$ cat src/rtl/operand_loader_pkg.sv
// operand_loader_pkg
// Shared constants and helpers for the operand loader:
//   NIBBLE_W / OPERAND_W   - switch nibble and operand widths
//   A_LO, A_HI, B_LO, B_HI - nibble slot indices, also the button index
//                            (PB1..PB4 map to slots 0..3)
//   clog2()                - debounce counter width, never below 1 bit
package operand_loader_pkg;

    localparam int NIBBLE_W  = 4;
    localparam int OPERAND_W = 8;
    localparam int NIBBLE_N  = 4;

    localparam int A_LO = 0;
    localparam int A_HI = 1;
    localparam int B_LO = 2;
    localparam int B_HI = 3;

    // Ceiling log2, clamped to 1 so a DEBOUNCE_CYCLES of 1 still gets a
    // legal one-bit counter.
    function automatic int clog2(input int unsigned n);
        int r;
        r = 0;
        for (int i = 0; i < 32; i++) begin
            if ((32'd1 << i) < n) begin
                r = i + 1;
            end else begin
                r = r;
            end
        end
        if (r < 1) begin
            return 1;
        end else begin
            return r;
        end
    endfunction

endpackage

$ cat src/rtl/operand_loader_if.sv
// operand_loader_if
// Output bundle of the operand loader towards the comparator.
//   a, b            - assembled 8-bit operands (registered in the loader)
//   operands_valid  - one-cycle pulse when all four nibbles are in
//   load_mask       - live loaded-nibble mask  (OPERAND_LOADER_STATUS_EN)
//   pb_stable       - debounced button levels  (OPERAND_LOADER_STATUS_EN)
// Modport master is the loader side, slave the consumer side.
interface operand_loader_if;
    import operand_loader_pkg::*;

    logic [OPERAND_W-1:0] a;
    logic [OPERAND_W-1:0] b;
    logic                 operands_valid;
`ifdef OPERAND_LOADER_STATUS_EN
    logic [NIBBLE_N-1:0]  load_mask;
    logic [NIBBLE_N-1:0]  pb_stable;

    modport master (output a, output b, output operands_valid,
                    output load_mask, output pb_stable);
    modport slave  (input a, input b, input operands_valid,
                    input load_mask, input pb_stable);
`else
    modport master (output a, output b, output operands_valid);
    modport slave  (input a, input b, input operands_valid);
`endif

endinterface

$ cat src/rtl/pb_debounce.sv
// pb_debounce
// One raw pushbutton: SYNC_STAGES-deep synchronizer, mismatch counter
// debouncer, and rising-edge detector on the debounced level.
//   clk, reset - clock, async active-high reset (clears every flop)
//   raw        - asynchronous button level
//   stable     - debounced level (registered)
//   press      - one-cycle pulse the cycle after stable rises (registered)
// A level change is accepted once the synchronized level has disagreed
// with stable for DEBOUNCE_CYCLES consecutive edges; any agreement in
// between restarts the count, so shorter glitches are ignored.
module pb_debounce
    import operand_loader_pkg::*;
#(
    parameter logic [15:0] DEBOUNCE_CYCLES = 16'd50000,
    parameter int          SYNC_STAGES     = 2
) (
    input  logic clk,
    input  logic reset,
    input  logic raw,
    output logic stable,
    output logic press
);

    localparam int              CNT_W   = clog2(32'(DEBOUNCE_CYCLES));
    localparam logic [CNT_W-1:0] CNT_MAX = CNT_W'(DEBOUNCE_CYCLES - 16'd1);

    logic [SYNC_STAGES-1:0] sync_r;
    logic [CNT_W-1:0]       cnt_r;
    logic                   stable_r;
    logic                   stable_d_r;
    logic                   press_r;
    logic                   s_s;

    assign s_s = sync_r[SYNC_STAGES-1];

    // Synchronizer shift chain for the raw button level.
    always_ff @(posedge clk or posedge reset) begin
        if (reset) begin
            sync_r <= '0;
        end else begin
            sync_r <= {sync_r[SYNC_STAGES-2:0], raw};
        end
    end

    // Mismatch counter; the accepting edge updates stable and clears the count.
    always_ff @(posedge clk or posedge reset) begin
        if (reset) begin
            cnt_r    <= '0;
            stable_r <= 1'b0;
        end else if (s_s == stable_r) begin
            cnt_r    <= '0;
        end else if (cnt_r == CNT_MAX) begin
            cnt_r    <= '0;
            stable_r <= s_s;
        end else begin
            cnt_r    <= cnt_r + CNT_W'(1);
        end
    end

    // Rise detector: press is high the cycle after stable goes 0->1.
    always_ff @(posedge clk or posedge reset) begin
        if (reset) begin
            stable_d_r <= 1'b0;
            press_r    <= 1'b0;
        end else begin
            stable_d_r <= stable_r;
            press_r    <= stable_r & ~stable_d_r;
        end
    end

    assign stable = stable_r;
    assign press  = press_r;

endmodule

$ cat src/rtl/operand_loader.sv
// operand_loader
// Turns four bouncy pushbuttons and a 4-bit switch bank into two clean
// 8-bit operands for the downstream comparator.
//   clk, reset    - single clock, async active-high reset
//   Y[3:0]        - switch nibble, synchronized here
//   PB1..PB4      - raw buttons loading a[3:0], a[7:4], b[3:0], b[7:4]
//   ops (master)  - a, b, operands_valid, and with
//                   OPERAND_LOADER_STATUS_EN also load_mask, pb_stable
// operands_valid pulses once every nibble has been loaded since the last
// pulse or reset; reloading a nibble overwrites it without extra pulses.
module operand_loader
    import operand_loader_pkg::*;
#(
    parameter logic [15:0] DEBOUNCE_CYCLES = 16'd50000,
    parameter int          SYNC_STAGES     = 2
) (
    input  logic                clk,
    input  logic                reset,
    input  logic [NIBBLE_W-1:0] Y,
    input  logic                PB1,
    input  logic                PB2,
    input  logic                PB3,
    input  logic                PB4,
    operand_loader_if.master    ops
);

    logic [NIBBLE_W-1:0]  y_sync_r [SYNC_STAGES];
    logic [NIBBLE_W-1:0]  y_s;
    logic [NIBBLE_N-1:0]  pb_raw_s;
    logic [NIBBLE_N-1:0]  press_s;
    logic [NIBBLE_N-1:0]  mask_r;
    logic [NIBBLE_N-1:0]  mask_next_s;
    logic                 full_s;
    logic [OPERAND_W-1:0] a_r;
    logic [OPERAND_W-1:0] b_r;
    logic                 valid_r;
`ifdef OPERAND_LOADER_STATUS_EN
    logic [NIBBLE_N-1:0]  stable_s;
`endif

    assign pb_raw_s = {PB4, PB3, PB2, PB1};
    assign y_s      = y_sync_r[SYNC_STAGES-1];

    // Synchronizer chain for the switch nibble.
    always_ff @(posedge clk or posedge reset) begin
        if (reset) begin
            for (int i = 0; i < SYNC_STAGES; i++) begin
                y_sync_r[i] <= '0;
            end
        end else begin
            y_sync_r[0] <= Y;
            for (int i = 1; i < SYNC_STAGES; i++) begin
                y_sync_r[i] <= y_sync_r[i-1];
            end
        end
    end

    for (genvar i = 0; i < NIBBLE_N; i++) begin : g_pb
        pb_debounce #(
            .DEBOUNCE_CYCLES (DEBOUNCE_CYCLES),
            .SYNC_STAGES     (SYNC_STAGES)
        ) u_pb (
            .clk    (clk),
            .reset  (reset),
            .raw    (pb_raw_s[i]),
            .press  (press_s[i]),
`ifdef OPERAND_LOADER_STATUS_EN
            .stable (stable_s[i])
`else
            .stable ()
`endif
        );
    end

    // Completion looks at the mask including this edge's loads, so
    // simultaneous presses that finish the set give a single pulse.
    always_comb begin
        mask_next_s = mask_r | press_s;
        if (mask_next_s == 4'b1111) begin
            full_s = 1'b1;
        end else begin
            full_s = 1'b0;
        end
    end

    // Nibble loads, loaded-mask bookkeeping and the completion pulse.
    always_ff @(posedge clk or posedge reset) begin
        if (reset) begin
            a_r     <= '0;
            b_r     <= '0;
            mask_r  <= 4'b0000;
            valid_r <= 1'b0;
        end else begin
            if (press_s[A_LO]) begin
                a_r[NIBBLE_W-1:0] <= y_s;
            end
            if (press_s[A_HI]) begin
                a_r[OPERAND_W-1:NIBBLE_W] <= y_s;
            end
            if (press_s[B_LO]) begin
                b_r[NIBBLE_W-1:0] <= y_s;
            end
            if (press_s[B_HI]) begin
                b_r[OPERAND_W-1:NIBBLE_W] <= y_s;
            end
            if (full_s) begin
                mask_r  <= 4'b0000;
                valid_r <= 1'b1;
            end else begin
                mask_r  <= mask_next_s;
                valid_r <= 1'b0;
            end
        end
    end

    assign ops.a              = a_r;
    assign ops.b              = b_r;
    assign ops.operands_valid = valid_r;
`ifdef OPERAND_LOADER_STATUS_EN
    assign ops.load_mask      = mask_r;
    assign ops.pb_stable      = stable_s;
`endif

endmodule

$ cat src/flat_wrapper.sv
// flat-port wrapper written by rule: the top's interface ports become plain ports
module operand_loader_flat import operand_loader_pkg::*;
#(
    parameter logic [15:0] DEBOUNCE_CYCLES = 16'd50000,
    parameter int          SYNC_STAGES     = 2
)
  (clk, reset, Y, PB1, PB2, PB3, PB4, ops_a, ops_b, ops_operands_valid);
  operand_loader_if ops_i ();
  input  logic clk;
  input  logic reset;
  input  logic [NIBBLE_W-1:0] Y;
  input  logic PB1;
  input  logic PB2;
  input  logic PB3;
  input  logic PB4;
  output wire logic [$bits(ops_i.a)-1:0] ops_a;
  output wire logic [$bits(ops_i.b)-1:0] ops_b;
  output wire logic [$bits(ops_i.operands_valid)-1:0] ops_operands_valid;
  assign ops_a = ops_i.a;
  assign ops_b = ops_i.b;
  assign ops_operands_valid = ops_i.operands_valid;
  operand_loader #(.DEBOUNCE_CYCLES(DEBOUNCE_CYCLES), .SYNC_STAGES(SYNC_STAGES)) u_core (.clk(clk), .reset(reset), .Y(Y), .PB1(PB1), .PB2(PB2), .PB3(PB3), .PB4(PB4), .ops(ops_i));
endmodule
$ cat config.mk
export PLATFORM = sky130hd
export DESIGN_NAME = operand_loader_flat
export DESIGN_NICKNAME = d
export VERILOG_FILES = /design/src/rtl/operand_loader_pkg.sv /design/src/rtl/operand_loader_if.sv /design/src/rtl/pb_debounce.sv /design/src/rtl/operand_loader.sv /design/src/flat_wrapper.sv
export SDC_FILE = /design/constraint.sdc
export NUM_CORES = 1
export LEC_CHECK = 0
export ABC_AREA = 1
export ABC_CLOCK_PERIOD_IN_PS = 1200
export BUFFER_PORTS_ARGS = -buffer_cell sky130_fd_sc_hd__buf_2
export CAP_MARGIN = 0
export CORE_ASPECT_RATIO = 0.9
export CORE_MARGIN = 2
export CORE_UTILIZATION = 55
export DETAILED_ROUTE_END_ITERATION = 16
export PLACE_DENSITY = 0.82
export SLEW_MARGIN = 5
export SYNTH_ARGS = -nofsm -noshare
export SYNTH_HDL_FRONTEND = slang
export SYNTH_HIERARCHICAL = 1
export SYNTH_SLANG_ARGS = --single-unit
$ cat constraint.sdc
create_clock -name clk -period 1.2 [get_ports clk]
set_input_delay 0.06 -clock clk [delete_from_list [all_inputs] [get_ports clk]]
set_output_delay 0.06 -clock clk [all_outputs]
set_load 0.01 [all_outputs]
======== Yosys cells after proc, flatten, opt, wreduce, memory -nomap -nowiden ========
Cells that the tools add are included.
cells by class
  add/subtract/negate cells ............... 4
  $mul .................................... 0
  div/mod/pow operators ................... 0
  magnitude comparators ................... 0
  equal/unequal tests ..................... 9
  shift-type cells ........................ 0
  muxes and demuxes ....................... 11
  bitwise operators ....................... 13
  reductions and logical operators ........ 4
operators by type and width
  kind                     count
  $mux W16                 8
  $add A16 B1 Y16 const B  4
  $eq A16 B16 Y1 const B   4
  $not A1 Y1               8
  $reduce_and A2 Y1        4
  $and A1 B1 Y1            4
  $eq A1 B1 Y1             4
  $eq A4 B4 Y1 const B     1
  $mux W4                  1
  $or A4 B4 Y4             1
  $mux W1                  2
storage, ports and cells
  bits in registers ....................... 113
  latch bits .............................. 0
  RAM bits ................................ 0
  bits in read-only memories .............. 0
  bits of input ports ..................... 10
  output and inout port bits .............. 17
  memories ................................ 0

======== Logic depth before layout (Yosys ltp) ========
Gate-level depths: netlist (run 1).
  word-level depth ........................ 4
  mapped depth ............................ 7
  gate-level depth less buffers ........... 7

======== By module ========
The synthesis (run 1) kept the hierarchy.
modules (own cells, without submodules)
  module          times used  cells an instance  area each (µm²)  seq. area each (µm²)
  pb_debounce     4           127                1,066.0          525.5
  operand_loader  1           96                 1,043.5          725.7

======== Worst setup path before layout (run 1) ========
Ideal clock, no wire load.
  kind .................................... reg2reg
  from .................................... reg u_core.g_pb[0].u_pb.cnt_r[0]
  to ...................................... reg u_core.g_pb[0].u_pb.cnt_r[8]
  library setup time ...................... 0.119 ns
  arrival time ............................ 1.121 ns
  data required time ...................... 1.081 ns
  setup slack ............................. -0.039 ns
  stages on the path, launching flop included .. 7
  path buffers ............................ 0
  clock period less this slack ............ 1.239 ns
  cells stage by stage .................... dfrtp_1 > ha_1 > nand3_2 > nor3_2 > nand2_2 > nand2_2 > nor2_1
between the ends
  cells in the longest elaborated chain, start to end .. 3
  elaborated cells between the ends (all ways) .. 4
  those cells by class .................... add/sub (1); eq/ne (1); mux (2)
ends and longest elaborated chain
  item                                                      RTL line                              text
  from (decl)                                               pb_debounce.sv:28                     logic [CNT_W-1:0] cnt_r;
  from (signal assigned)                                    pb_debounce.sv:56                     cnt_r <= cnt_r + CNT_W'(1);
  $add A16 B1 Y16 / $eq A16 B16 Y1 (equally long branches)  pb_debounce.sv:56, pb_debounce.sv:52
  $mux W16 (*)                                              pb_debounce.sv:52                     end else if (cnt_r == CNT_MAX) begin
  $mux W16 (*)                                              pb_debounce.sv:50                     end else if (s_s == stable_r) begin
Mark *: on every way between the ends. The rest lies on a longest branch, timed or not.
A chain may end at the register's enable or synchronous reset.

======== Worst setup path in the final report (run 1) ========
  from .................................... reg u_core.g_pb[1].u_pb.cnt_r[4]
  to ...................................... reg u_core.g_pb[1].u_pb.cnt_r[3]
between the ends
  cells in the longest elaborated chain, start to end .. 3
ends and longest elaborated chain
  item                    RTL line
  from (decl)             pb_debounce.sv:28
  from (signal assigned)  pb_debounce.sv:56
  $eq A16 B16 Y1          pb_debounce.sv:52
  $mux W16                pb_debounce.sv:52
  $mux W16                pb_debounce.sv:50
No other way between the ends.

==> impl_summary.md, run 1 <==
Worst setup path
The critical path class is reg2reg. The timing startpoint of the critical path is u_core/g_pb[1].u_pb/cnt_r[4]. The startpoint type of the worst setup path is a register. The critical path depth in cells is 6. Along the worst path, the maximum fanout reaches 7. The critical path goes through inv_1, nand2_1, nor3_4, nand2_4, nand2_8, nor2_4.

The flop-to-flop setup slack is -0.21 ns. On the critical path, the stage with the largest delay is an instance of sky130_fd_sc_hd__dfrtp_1. The worst reg2reg path depth is 6. Grouping stages by cell kind, the critical path spends the most delay in simple AND/OR/NAND/NOR gates. The number of buffers and inverters on the critical path is 1.

The nature of the critical path endpoint is a register. STA puts the critical path data required time at 1.62 ns. The maximum cell stage delay along the critical path is 0.47 ns.

Following the worst setup path forward leads to its endpoint at u_core/g_pb[1].u_pb/cnt_r[3]. The critical register-to-register path startpoint is u_core/g_pb[1].u_pb/cnt_r[4]. STA puts the critical path data arrival time at 1.83 ns.

The critical register-to-register path endpoint is u_core/g_pb[1].u_pb/cnt_r[3].

Clock tree
Clock latency on the worst-skew pair, taken at its later pin, is 0.54 ns. The total clock buffers created by CTS is 17. The deepest level of the CTS H-tree is 4. The maximum buffer depth of the clock tree is 2.

TritonCTS built the clock tree. After clock tree synthesis, the clock-pin slew on the worst setup and hold paths is 0.06 ns. Clock tree synthesis selected as its root buffer the cell sky130_fd_sc_hd__clkbuf_8. Counting every sink on the clock net gives 113.

Synthesis
When the netlist entered floorplanning its net count stood at 618. The number of warnings issued by yosys is 6. The adder-cell share of the synthesized area is 0.943%. The average size of a mapped cell is 8.79 um^2. The post-synthesis cell type with the largest combined area is sky130_fd_sc_hd__dfrtp_1.

The simple-gate share of the synthesized area is 30.6%. Summed over its instances, the top area cell type makes up 53.3% of the synthesized netlist area. The part of the Yosys area used for sequential elements is 53.3%. The total of flip-flops plus latches after synthesis is 113. After synthesis, the largest family of logic cells by area is simple AND/OR/NAND/NOR gates. The post-synthesis cell type count is 25. The post-synthesis cell area is 5310 um^2.

The xor-xnor portion of the synthesized cell area is 5.85%. The synthesized netlist devotes 3.77% of its cell area to compound gates. The portion of netlist area occupied by mux cells is 0%.

By area the synthesized netlist is led by sky130_fd_sc_hd__dfrtp_1 53%, sky130_fd_sc_hd__nand2_1 8.8%, sky130_fd_sc_hd__nor2_1 8.6%. In the synthesized netlist, the number of instances is 604.

Die
The core region is 9250 um^2. The number of standard-cell rows in the floorplan is 33. The starting utilization of the core area is 57.4%. For this design the top-level I/O count stands at 27. The height of the die is 97.2 um.

The width of the chip is 108 um. The die covers 10500 um^2.

Power
The overall power is 9.22 mW. The worst voltage drop across the vdd grid is 1.21 mV. The static power due to leakage is 3.63 nW. The power density over cell area is 1260 nW/um^2.

Layout
For this run, the post-layout net count is 734. The fraction of layout cells with a size suffix above 1 is 38.1%. Compared with the post-synthesis result, the final layout area differs by 38.4%. The filler cell count is 488. The repair_antennas step left the layout with diodes totalling 0. Cells fill 79.4% of the core in the end.

Timing
Measured against its own limit, the worst slew margin works out to 70.5%. Counting I/O delays and the setup requirement, the final critical path takes 1.41 ns. Timing would allow up to 709 MHz. Of the available clock period, the critical path in the final layout requires 118%. For the pin with the worst max-slew slack, the measured transition is 0.442 ns. The largest clock skew in the final design is 0.00856 ns.

Setup repair after global routing could not meet its margin everywhere. The hold violation count in the final report came to 0. Setup violations remaining at the end of the flow were counted as 55. The number of slew-limit violations in the final report is 0. The worst setup margin is -0.211 ns. The sum of negative setup slack is -7.31 ns.

Routing
After detailed routing, the average wire length per cell comes to 17.8 um. For this block, the initial DRC count from the detailed router was 561. The DRC violation count after routing is 0. Once detail routing completed, the nets flagged for antenna violations numbered 0.

The first TritonRoute pass finished after 5 iterations. The total wire length is 15.2 mm. Detailed routing inserted a total of 4793 vias.

Dividing the detail-routed via count by the number of cells gives 5.61.

GRT
For this run, the total global-route usage over all layers was measured as 26.6%. The number of antenna violations at the first check in global routing is 0. The via count of the first global-routing pass is 4601. The maximum number of pins on one net before global-route repair is 30.

The first-pass GRT wire length is 21.4 mm. The remaining global-route overflow is 0.

Flow run
The number of maximum-capacitance constraint violations is 0.

Placement
At the placement stage, the worst setup path has a slack of -0.0978 ns. Port buffering added 26 buffers. The sum of net half-perimeters after detailed placement is 7.71 mm. The congestion estimate from routability-driven global placement came to 0.922.

Outcome
The final reports fail on setup timing. The flow ran to the end, but the final reports show violations.

Hold path
The class of the tightest hold or removal check is in2reg.
==> repair_timing <==
action / 4_1_cts / 5_1_grt
gates resized for setup: 56 / 96
pin swaps: 24 / 30
setup buffers: 10 / 23
endpoints found under the hold margin: 121 / 0
hold buffers: 10 / 0
endpoints found under the setup margin: 52 / 67
==> report_power, final <==
part	switching [mW]	leakage [nW]	internal (mW)
logic	0.260	1.85	0.202
clock network	1.78	0.273	3.03
registers	0.0744	1.50	3.87
==> final cells by class <==
| cell class | count | area, um^2 | area share (%) |
|---|---|---|---|
| Sequential cell | 113 | 2850 | 38.8 |
| Tap cell | 122 | 153 | 2.08 |
| Inverter | 73 | 274 | 3.73 |
| Clock inverter | 11 | 113 | 1.53 |
| Timing Repair Buffer | 99 | 734 | 10.0 |
| Multi-Input combinational cell | 416 | 2770 | 37.7 |
| Clock buffer | 21 | 449 | 6.12 |
==> layer usage <==
metal | track usage (%) | part of all wire (%) | wire length, um | vias to the layer above
met4 | 14.9 | 4.6 | 704 | 0
met5 | 0 | 0 | 0 | -
met1 | 31.0 | 37 | 5560 | 2336
li1 | - | - | - | 2129
met3 | 7.04 | 6.6 | 999 | 82
met2 | 44.2 | 52 | 7940 | 246
==> cell families after synthesis <==
kind of cell,count (synthesis)
buf+inv,75
flops,113
fa+ha+maj,4
compound gates,36
simple gates,344
xor+xnor,32
==> cell usage in the layout (no fill, tap or decap), types with 2 or more instances in the layout <==
master and instances:
sky130_fd_sc_hd__dfrtp_1 95, sky130_fd_sc_hd__inv_1 66, sky130_fd_sc_hd__nor2_2 28, sky130_fd_sc_hd__nand2_2 20, sky130_fd_sc_hd__bufinv_16 2, sky130_fd_sc_hd__ha_4 3, sky130_fd_sc_hd__clkbuf_16 16, sky130_fd_sc_hd__a21oi_1 12
sky130_fd_sc_hd__nand2_4 9, sky130_fd_sc_hd__nand3_1 20, sky130_fd_sc_hd__buf_6 5, sky130_fd_sc_hd__nand2_8 2, sky130_fd_sc_hd__nor3b_2 4, sky130_fd_sc_hd__buf_4 57, sky130_fd_sc_hd__clkinv_2 6, sky130_fd_sc_hd__dlygate4sd3_1 10
sky130_fd_sc_hd__nor2_1 86, sky130_fd_sc_hd__xor2_1 15, sky130_fd_sc_hd__nand4_1 8, sky130_fd_sc_hd__inv_2 7, sky130_fd_sc_hd__nand3_4 7, sky130_fd_sc_hd__o21ai_0 11, sky130_fd_sc_hd__clkbuf_8 3, sky130_fd_sc_hd__dfrtp_2 18
sky130_fd_sc_hd__xor2_4 3, sky130_fd_sc_hd__clkinvlp_4 3, sky130_fd_sc_hd__xnor2_1 11, sky130_fd_sc_hd__buf_2 26, sky130_fd_sc_hd__a31oi_1 8, sky130_fd_sc_hd__nand3_2 17, sky130_fd_sc_hd__nor3_4 7, sky130_fd_sc_hd__xor2_2 2
sky130_fd_sc_hd__clkbuf_1 2, sky130_fd_sc_hd__nor2_4 28, sky130_fd_sc_hd__o21bai_1 4, sky130_fd_sc_hd__nand2_1 105
==> per-stage QoR <==
stage / hold slack [ns] / instances / instance area, um^2
after floorplan: 0.0365 / 604 / 5350
final: 0.159 / 855 / 7340
after CTS: 0.141 / 832 / 6830
after global placement: -0.0547 / 780 / 5830
after global routing: 0.158 / 855 / 7340
after detailed placement: -0.0406 / 780 / 5830
==> Yosys cell counts <==
cell type,n
sky130_fd_sc_hd__dfrtp_1,113
sky130_fd_sc_hd__xor2_2,4
sky130_fd_sc_hd__o21ai_0,12
sky130_fd_sc_hd__a31oi_1,8
sky130_fd_sc_hd__nand4_1,8
sky130_fd_sc_hd__a21oi_1,12
sky130_fd_sc_hd__nor2_1,121
sky130_fd_sc_hd__ha_1,4
sky130_fd_sc_hd__nor3_2,4
sky130_fd_sc_hd__nand3_1,40
sky130_fd_sc_hd__inv_1,69
sky130_fd_sc_hd__buf_6,2
sky130_fd_sc_hd__nor3b_2,4
sky130_fd_sc_hd__xor2_1,16
sky130_fd_sc_hd__nand3_2,4
sky130_fd_sc_hd__nor3_4,4
sky130_fd_sc_hd__nor2_2,16
sky130_fd_sc_hd__nor2_4,5
sky130_fd_sc_hd__nor2_8,1
sky130_fd_sc_hd__nand2_2,12
sky130_fd_sc_hd__xnor2_1,12
sky130_fd_sc_hd__nand2_1,124
sky130_fd_sc_hd__o21bai_1,4
sky130_fd_sc_hd__inv_2,4
sky130_fd_sc_hd__and2_1,1
==> worst min-delay path by stage <==
stage                     slack (ns)                       endpoint  startpoint  cells past startpoint
final                           0.16             u_core/y_sync_r[7]        Y[3]                      2
after global routing            0.16  u_core/g_pb[3].u_pb/sync_r[0]         PB4                      2
after CTS                       0.14  u_core/g_pb[1].u_pb/sync_r[0]         PB2                      2
after detailed placement       -0.04      u_core/g_pb[0].u_pb/press       reset                      2
after global placement         -0.05      u_core/g_pb[0].u_pb/press       reset                      2
after floorplan                 0.04   u_core/g_pb[0].u_pb/cnt_r[0]       reset                      1
==> state kept, by name (all words and copies together), names as in the netlist <==
| name | cells |
|---|---|
| u_core/g_pb.u_pb/cnt_r | 64 |
| u_core/g_pb.u_pb/press | 4 |
| u_core/g_pb.u_pb/stable | 4 |
| u_core/g_pb.u_pb/stable_d_r | 4 |
| u_core/g_pb.u_pb/sync_r | 8 |
| u_core/mask_r | 4 |
| u_core/ops.a | 8 |
| u_core/ops.b | 8 |
| u_core/ops.operands_valid | 1 |
| u_core/y_s | 4 |
| u_core/y_sync_r | 4 |
==> worst register-to-register path, cell delays in order (launching register included) <==
cell	delay, ns
sky130_fd_sc_hd__dfrtp_1	0.47
sky130_fd_sc_hd__inv_1	0.14
sky130_fd_sc_hd__nand2_1	0.12
sky130_fd_sc_hd__nor3_4	0.21
sky130_fd_sc_hd__nand2_4	0.14
sky130_fd_sc_hd__nand2_8	0.16
sky130_fd_sc_hd__nor2_4	0.05
Note: power is estimated with default switching activity, not from simulation.
==> run 2: changes to the inputs <==
--- a/config.mk
+++ b/config.mk
@@ -7,13 +7,13 @@
 export LEC_CHECK = 0
 export ABC_AREA = 1
 export ABC_CLOCK_PERIOD_IN_PS = 1200
-export BUFFER_PORTS_ARGS = -buffer_cell sky130_fd_sc_hd__buf_2
 export CAP_MARGIN = 0
 export CORE_ASPECT_RATIO = 0.9
-export CORE_MARGIN = 2
+export CORE_MARGIN = 1
 export CORE_UTILIZATION = 55
 export DETAILED_ROUTE_END_ITERATION = 16
-export PLACE_DENSITY = 0.82
+export DONT_BUFFER_PORTS = 1
+export PLACE_DENSITY = 0.79
 export SLEW_MARGIN = 5
 export SYNTH_ARGS = -nofsm -noshare
 export SYNTH_HDL_FRONTEND = slang
==> impl_summary.md, run 2 (same netlist as run 1, synthesis figures left out) <==
Worst setup path
STA classifies the critical path startpoint as a register. The cell with the largest stage delay on the worst path is sky130_fd_sc_hd__dfrtp_2. The worst path arrival time is 1.75 ns (-0.08 ns). The critical path class is reg2reg. The required time of the critical path came to 1.60 ns (-0.02 ns). Among cell families on the critical path, the largest total delay comes from simple AND/OR/NAND/NOR gates.

Walking the worst path, the cells encountered are nor2_2, nand2_1, nor2_1, nand2_4, nand2_4, nor2_1. The nature of the critical path endpoint is a register. The top fanout value on the critical path came to 7 (unchanged). The maximum cell stage delay along the critical path came to 0.47 ns (about the same). The number of buffer and inverter stages on the critical path was 0 (-1). The flop-to-flop setup slack was -0.15 ns (+0.06 ns).

Hold path
The class of the tightest hold or removal check is in2reg.

Outcome
The final reports fail on setup timing. The flow ran to the end, but the final reports show violations.

Die
The number of standard-cell rows in the floorplan is 33 (unchanged). The width of the chip came to 106 um (-1.9%). The height of the die is 95.2 um (-2.1%). The number of top-level design ports came to 27 (unchanged). The area of the die is 10000 um^2 (-3.9%).

The starting utilization of the core area is 57.4% (unchanged). The area of the core is 9250 um^2 (unchanged).

Timing
The maximum clock frequency is 741 MHz (+4.5%). The number of endpoints failing setup at the final stage was 54 (-1.8%). Setup repair after global routing could not meet its margin everywhere. The sum of negative setup slack was -4.68 ns (+2.63 ns). The portion of the clock cycle consumed by the worst path in the final layout was 113% (-5.1 points). The worst setup margin came to -0.150 ns (+0.0608 ns). The largest clock skew in the final design is 0.00867 ns (+0.000110 ns).

The hold violation count in the final report is 0 (unchanged). The number of slew-limit violations in the final report is 0 (unchanged). The actual transition at the worst max-transition pin is 0.442 ns (-0.000299 ns). The post-route minimum period is 1.35 ns (-0.0608 ns).

The max-slew headroom at the worst pin came to 70.5% (about the same).

GRT
The remaining global-route overflow was 0 (unchanged). The maximum number of pins on one net before global-route repair is 30 (unchanged). The via count of the first global-routing pass is 4516 (-1.8%).

The number of antenna violations at the first check in global routing is 0 (unchanged). The first-pass GRT wire length is 20.8 mm (-2.5%). The aggregate global-route resource usage was 27.4% (+0.84 points).

Routing
The first-pass detailed-route iteration total is 6 (+1). The total wire length was 13.7 mm (-9.8%). The final routed wire length divided by cell count is 16.7 um (-5.9%). The via density per instance is 5.57 (-0.69%). The DRC violation count after routing is 0 (unchanged). The remaining number of nets flagged by the antenna check after routing is 0 (unchanged).

The DRC marker count from the first detailed-route iteration was 321 (-43%). The via total after detailed routing is 4565 (-4.8%).

Clock tree
The clock root buffer is sky130_fd_sc_hd__clkbuf_8. The deepest level of the CTS H-tree is 4 (unchanged). The number of sinks handled by clock tree synthesis was 113 (unchanged).

The maximum buffer depth of the clock tree came to 2 (unchanged). The CTS clock-pin slew for the worst setup and hold paths is 0.06 ns (about the same). The total clock buffers created by CTS is 17 (unchanged). The TritonCTS clock tree is built. The clock latency of the later-clocked register in the worst-skew pair is 0.52 ns (-0.02 ns).

Layout
The net count of the finished layout is 699 (-4.8%). Leaving out fill and tap cells, the most frequent cell in the layout is sky130_fd_sc_hd__nand2_1. The number of flip-flops in the largest register came to 64 (unchanged). In the layout the commonest cells are 109 x sky130_fd_sc_hd__nand2_1, 97 x sky130_fd_sc_hd__dfrtp_1, 83 x sky130_fd_sc_hd__nor2_1. The top register by number of flip-flops is u_core/g_pb.u_pb/cnt_r. The count of inserted antenna diode cells is 0 (unchanged). The total area of sequential cells was 2850 um^2 (about the same). The total area of multi-input combinational cells is 2680 um^2 (-3.3%). The filler cell count is 554 (+14%). The area added between synthesis and finish is 33.6%. The fraction of layout cells with a size suffix above 1 came to 34.0% (-4.1 points).

The utilization after layout is 76.7% (-2.7 points).

Placement
The routability congestion estimate is 0.898 (-2.5%). The number of input and output port buffers inserted is 0 (-100%). The sum of net half-perimeters after detailed placement is 7.37 mm (-4.4%).

Power
The overall power is 9.38 mW (+1.7%). The static power due to leakage came to 3.48 nW (-4.0%). The power density over cell area is 1320 nW/um^2 (+5.3%).

The worst voltage drop across the vdd grid is 1.09 mV (-9.6%).

Flow run
The number of maximum-capacitance constraint violations came to 0 (unchanged).
## run 2: cell types whose count changed in the layout (fill, tap and decap cells not counted), moves of 4 or more
cell,previous run,this run
sky130_fd_sc_hd__buf_2,26,0
sky130_fd_sc_hd__buf_4,57,50
sky130_fd_sc_hd__nand2_1,105,109
sky130_fd_sc_hd__nor2_2,28,42
sky130_fd_sc_hd__nor2_4,28,17
## run 2: final timing paths
check	from	to	depth (start not counted)
setup / recovery	u_core/g_pb[2].u_pb/cnt_r[5]	u_core/g_pb[2].u_pb/cnt_r[6]	6
max in group asynchronous	reset	u_core/ops.a[5]	3
hold reg to reg	u_core/g_pb[0].u_pb/sync_r[0]	u_core/g_pb[0].u_pb/sync_r[1]	0
min in group asynchronous	reset	u_core/g_pb[0].u_pb/cnt_r[14]	3
hold / removal	Y[1]	u_core/y_sync_r[5]	1
setup reg to reg	u_core/g_pb[2].u_pb/cnt_r[5]	u_core/g_pb[2].u_pb/cnt_r[6]	6
## run 2: power breakdown
part           leakage, nW  switching (mW)  internal [mW]
sequential            1.51          0.0640           3.88
combinational         1.69           0.241          0.172
clock                0.287            1.72           3.31
total                 3.48            2.03           7.36
## run 2: layout make-up
type / count / share of cell area, %
Tap cell: 122 / 2.15
Sequential cell: 113 / 40.2
Inverter: 73 / 3.93
Clock buffer: 22 / 6.53
Clock inverter: 10 / 1.87
Timing Repair Buffer: 64 / 7.60
Multi-Input combinational cell: 416 / 37.8
## run 2: worst reg2reg max path, stage by stage, from the launching register on
cell	delay, ns
sky130_fd_sc_hd__dfrtp_2	0.47
sky130_fd_sc_hd__nor2_2	0.12
sky130_fd_sc_hd__nand2_1	0.08
sky130_fd_sc_hd__nor2_1	0.22
sky130_fd_sc_hd__nand2_4	0.14
sky130_fd_sc_hd__nand2_4	0.13
sky130_fd_sc_hd__nor2_1	0.07
## run 2: per-layer routing
metal  part of all wire, %  vias up  global-route usage [%]
li1                      -     2058                       -
met1                    38     2216                    30.2
met2                    52      230                    49.3
met3                   6.4       61                    6.70
met4                   3.6        0                    15.6
met5                     0        -                       0
## run 2: what timing repair did
item	4_1_cts	5_1_grt
hold buffers	9	0
buffers inserted	15	10
gates resized for setup	46	85
endpoints found under the hold margin	121	0
pin swaps	18	27
endpoints found under the setup margin	56	64
## run 2: metrics by stage
stage	area (um^2)	cells	worst slack (ns)	hold WS (ns)
6_report	7090	820	-0.150	0.0927
5_1_grt	7090	820	-0.226	0.0846
4_1_cts	6700	810	-0.0824	0.0753
3_5_place_dp	5700	754	-0.106	-0.000223
3_3_place_gp	5700	754	-0.0339	-0.00614
2_1_floorplan	5350	604	0.00372	0.0365
==> run 3: changes to the inputs <==
--- a/config.mk
+++ b/config.mk
@@ -5,11 +5,10 @@
 export SDC_FILE = /design/constraint.sdc
 export NUM_CORES = 1
 export LEC_CHECK = 0
-export ABC_AREA = 1
 export ABC_CLOCK_PERIOD_IN_PS = 1200
 export CAP_MARGIN = 0
 export CORE_ASPECT_RATIO = 0.9
-export CORE_MARGIN = 1
+export CORE_MARGIN = 5
 export CORE_UTILIZATION = 55
 export DETAILED_ROUTE_END_ITERATION = 16
 export DONT_BUFFER_PORTS = 1
==> impl_summary.md, run 3 <==
Placement
The routability congestion estimate is 0.846 (-5.8%). The area after detailed placement came to 5900 um^2 (+3.4%). The sum of net half-perimeters after detailed placement is 7.21 mm (-2.1%).

The cell total after placement is 614 (-19%). The number of input and output port buffers inserted is 0 (unchanged).

Power
The worst voltage drop across the vdd grid is 1.25 mV (+14%). The power density over cell area came to 1290 nW/um^2 (-2.4%). The static power due to leakage is 3.21 nW (-8.0%).

The overall power was 9.48 mW (+0.98%).

Hold path
The class of the tightest hold or removal check is in2async.

Outcome
The final reports fail on setup timing. The flow ran to the end, but the final reports show violations.

Worst setup path
The startpoint type of the worst setup path is a register. The signal on the critical path passes through buf_4, nand4_4, nor3_1, xnor2_1, nor2_4. The top fanout value on the critical path is 5 (-2).

The worst setup path is captured at a register. The critical register-to-register path startpoint is u_core/g_pb[2].u_pb/cnt_r[0]. The critical path class is reg2reg. The critical register-to-register path endpoint is u_core/g_pb[2].u_pb/cnt_r[11]. The required time of the critical path came to 1.59 ns (about the same). The worst path arrival time is 1.92 ns (+0.17 ns). The worst reg2reg path depth is 5 (-1).

The maximum cell stage delay along the critical path is 0.43 ns (-0.04 ns). The slowest stage of the critical path belongs to the cell sky130_fd_sc_hd__dfrtp_1. The flop-to-flop setup slack is -0.33 ns (-0.18 ns).

Synthesis
The post-synthesis cell type with the largest combined area is sky130_fd_sc_hd__dfrtp_1. In the synthesized netlist the dominant register cell turns out to be sky130_fd_sc_hd__dfrtp_1. The number of warnings issued by yosys is 6 (unchanged).

The instance count of the mapped netlist was 415 (-31%). The post-synthesis cell area came to 5120 um^2 (-3.4%). The part of the Yosys area used for sequential elements was 55.2% (+1.9 points). The top-area cell type share of the netlist area is 55.2% (+1.9 points). The fraction of registers with async set/reset is 100% (unchanged). After synthesis, the most frequently instantiated cells are 113 x sky130_fd_sc_hd__dfrtp_1, 64 x sky130_fd_sc_hd__nor2_1, 36 x sky130_fd_sc_hd__xnor2_1. The average size of a mapped cell is 12.3 um^2 (+41%). After synthesis, the cell types taking the most area are sky130_fd_sc_hd__dfrtp_1 55%, sky130_fd_sc_hd__xnor2_1 6.2%, sky130_fd_sc_hd__nor2_1 4.7%. The post-synthesis cell type count is 29 (+16%). The count of flip-flops with a built-in enable after synthesis is 0 (unchanged). The most used standard cell by instance count after synthesis is sky130_fd_sc_hd__dfrtp_1. The total of flip-flops plus latches after synthesis is 113 (unchanged). The total nets after synthesis is 429 (-31%).

Layout
The number of flip-flops in the largest register came to 64 (unchanged). Counting flops per register, the top entry is u_core/g_pb.u_pb/cnt_r. The commonest non-fill, non-tap cell in the layout is sky130_fd_sc_hd__dfrtp_1.

The fraction of layout cells with a size suffix above 1 is 50.8% (+17 points). The summed area of non-filler cells in the final layout is 7340 um^2 (+3.4%). The final cell count without fillers was 667 (-19%). The count of inserted antenna diode cells is 0 (unchanged).

The filler cell count came to 447 (-19%). The library cells used most frequently in the layout, excluding fill and tap cells, are 112 x sky130_fd_sc_hd__dfrtp_1, 93 x sky130_fd_sc_hd__buf_4, 37 x sky130_fd_sc_hd__nor2_4. The net count of the finished layout is 546 (-22%). Compared with the post-synthesis result, the final layout area differs by 43.1%.

Clock tree
The clock latency of the later-clocked register in the worst-skew pair is 0.51 ns (about the same). The cell sitting at the root of the clock tree is a sky130_fd_sc_hd__clkbuf_8. The deepest level of the CTS H-tree is 4 (unchanged). The number of sinks handled by clock tree synthesis is 113 (unchanged). The CTS clock-pin slew for the worst setup and hold paths is 0.06 ns (about the same).

The total clock buffers created by CTS is 17 (unchanged). The maximum buffer depth of the clock tree was 2 (unchanged). TritonCTS built the clock tree.

Timing
The number of endpoints failing setup at the final stage is 68 (+26%). The actual transition at the worst max-transition pin came to 0.532 ns (+0.0901 ns). The hold violation count in the final report came to 0 (unchanged).

The portion of the clock cycle consumed by the worst path in the final layout was 128% (+15 points). The post-route minimum period is 1.53 ns (+0.185 ns). Setup repair after global routing could not meet its margin everywhere. The max-slew headroom at the worst pin is 64.5% (-6.0 points).

The sum of negative setup slack is -16.04 ns (-11.35 ns). The worst setup margin is -0.335 ns (-0.185 ns). The number of slew-limit violations in the final report is 0 (unchanged).

The maximum clock frequency is 652 MHz (-12%). The largest clock skew in the final design came to 0.0102 ns (+0.00155 ns).

Routing
The via total after detailed routing came to 3773 (-17%). The remaining number of nets flagged by the antenna check after routing is 0 (unchanged). The via density per instance came to 5.66 (+1.6%). The DRC marker count from the first detailed-route iteration came to 174 (-46%).

The final routed wire length divided by cell count is 20.1 um (+20%). The DRC violation count after routing is 0 (unchanged). The first-pass detailed-route iteration total is 4 (-2). The total wire length was 13.4 mm (-2.4%).

GRT
The number of antenna violations at the first check in global routing is 0 (unchanged). The aggregate global-route resource usage is 22.8% (-4.6 points). The remaining global-route overflow is 0 (unchanged).

The maximum number of pins on one net before global-route repair is 25 (-17%). The first-pass GRT wire length is 20.1 mm (-3.4%). The via count of the first global-routing pass is 3906 (-14%).

Die
The number of standard-cell rows in the floorplan is 33 (unchanged). The area of the core is 9130 um^2 (-1.3%). The height of the die is 102 um (+6.7%). The width of the chip is 112 um (+5.9%). The starting utilization of the core area is 56.2% (-1.2 points). The area of the die is 11400 um^2 (+13%). The number of top-level design ports came to 27 (unchanged).

Flow run
The number of maximum-capacitance constraint violations was 0 (unchanged).
==> run 3: cell types whose count changed in the layout (fill, tap and decap cells not counted), moves of 22 or more <==
cell                      change
sky130_fd_sc_hd__buf_4       +43
sky130_fd_sc_hd__nor2_2      -26
sky130_fd_sc_hd__nand2_1    -105
sky130_fd_sc_hd__inv_1       -58
sky130_fd_sc_hd__nor2_1      -64
sky130_fd_sc_hd__xnor2_1     +22
==> run 3: metrics by stage <==
step           utilization [%]  setup slack [ns]  hold WS [ns]
5_1_grt                   80.4            -0.377        0.0416
4_1_cts                   74.9            -0.235        0.0303
2_1_floorplan                -            -0.226        0.0365
3_3_place_gp              64.6            -0.246        -0.141
6_report                  80.4            -0.335        0.0217
3_5_place_dp              64.6            -0.316        -0.128
==> run 3: worst max-delay path by stage <==
| stage | from | slack (ns) | endpoint | depth (start not counted) |
|---|---|---|---|---|
| final | u_core/g_pb[2].u_pb/cnt_r[0] | -0.33 | u_core/g_pb[2].u_pb/cnt_r[11] | 5 |
| after global routing | u_core/g_pb[2].u_pb/cnt_r[0] | -0.38 | u_core/g_pb[2].u_pb/cnt_r[7] | 6 |
| after CTS | u_core/g_pb[3].u_pb/cnt_r[10] | -0.24 | u_core/g_pb[3].u_pb/cnt_r[4] | 6 |
| after detailed placement | u_core/g_pb[1].u_pb/cnt_r[7] | -0.32 | u_core/g_pb[1].u_pb/cnt_r[3] | 5 |
| after global placement | u_core/g_pb[1].u_pb/cnt_r[1] | -0.25 | u_core/g_pb[1].u_pb/cnt_r[8] | 5 |
| after floorplan | u_core/g_pb[0].u_pb/cnt_r[0] | -0.23 | u_core/g_pb[0].u_pb/cnt_r[7] | 7 |
==> run 3: repair_timing <==
item | 4_1_cts | 5_1_grt
setup endpoints to repair | 68 | 69
endpoints found under the hold margin | 121 | 0
cloned | 2 | 2
buffers inserted | 4 | 5
gates resized for setup | 39 | 96
hold buffers | 9 | 0
pin swaps | 32 | 53
==> run 3: worst max-delay path, delay by kind of cell, from the launching register on <==
family | cells | cell delay, ns
buffers and inverters | 1 | 0.19
AND/OR/NAND/NOR | 3 | 0.58
XOR/XNOR | 1 | 0.21
flip-flops | 1 | 0.43
==> run 3: report_power, final <==
part | leakage, nW | switching (mW) | internal (mW)
Combinational | 1.39 | 0.260 | 0.181
Clock | 0.286 | 1.84 | 3.27
Sequential | 1.53 | 0.0571 | 3.87
==> run 3: layer usage <==
| layer | wire, um | vias up | GRT usage [%] |
|---|---|---|---|
| met4 | 329 | 0 | 8.33 |
| met1 | 5090 | 1951 | 27.1 |
| li1 | - | 1672 | - |
| met5 | 0 | - | 0 |
| met3 | 650 | 28 | 5.68 |
| met2 | 7330 | 122 | 40.6 |
==> run 3: cell type report <==
class                   count  area, um^2  area share [%]
clock inverters            13         161            2.20
clock buffers              19         442            6.02
inverters                   9        33.8           0.461
well taps                 122         153            2.08
multi-input cells         279        2770            37.7
repair buffers            112         948            12.9
flip-flops and latches    113        2830            38.6
==> run 3: cells by family after synthesis <==
family | after synthesis | synth area share, %
DFF | 113 | 55.2
muxes | 20 | 4.39
AOI/OAI and AO/OA | 4 | 0.781
xor gates and xnor gates | 60 | 10.3
and+or+nand+nor | 189 | 24.8
adders and majority gates | 4 | 0.977
buffers and inverters | 25 | 3.59
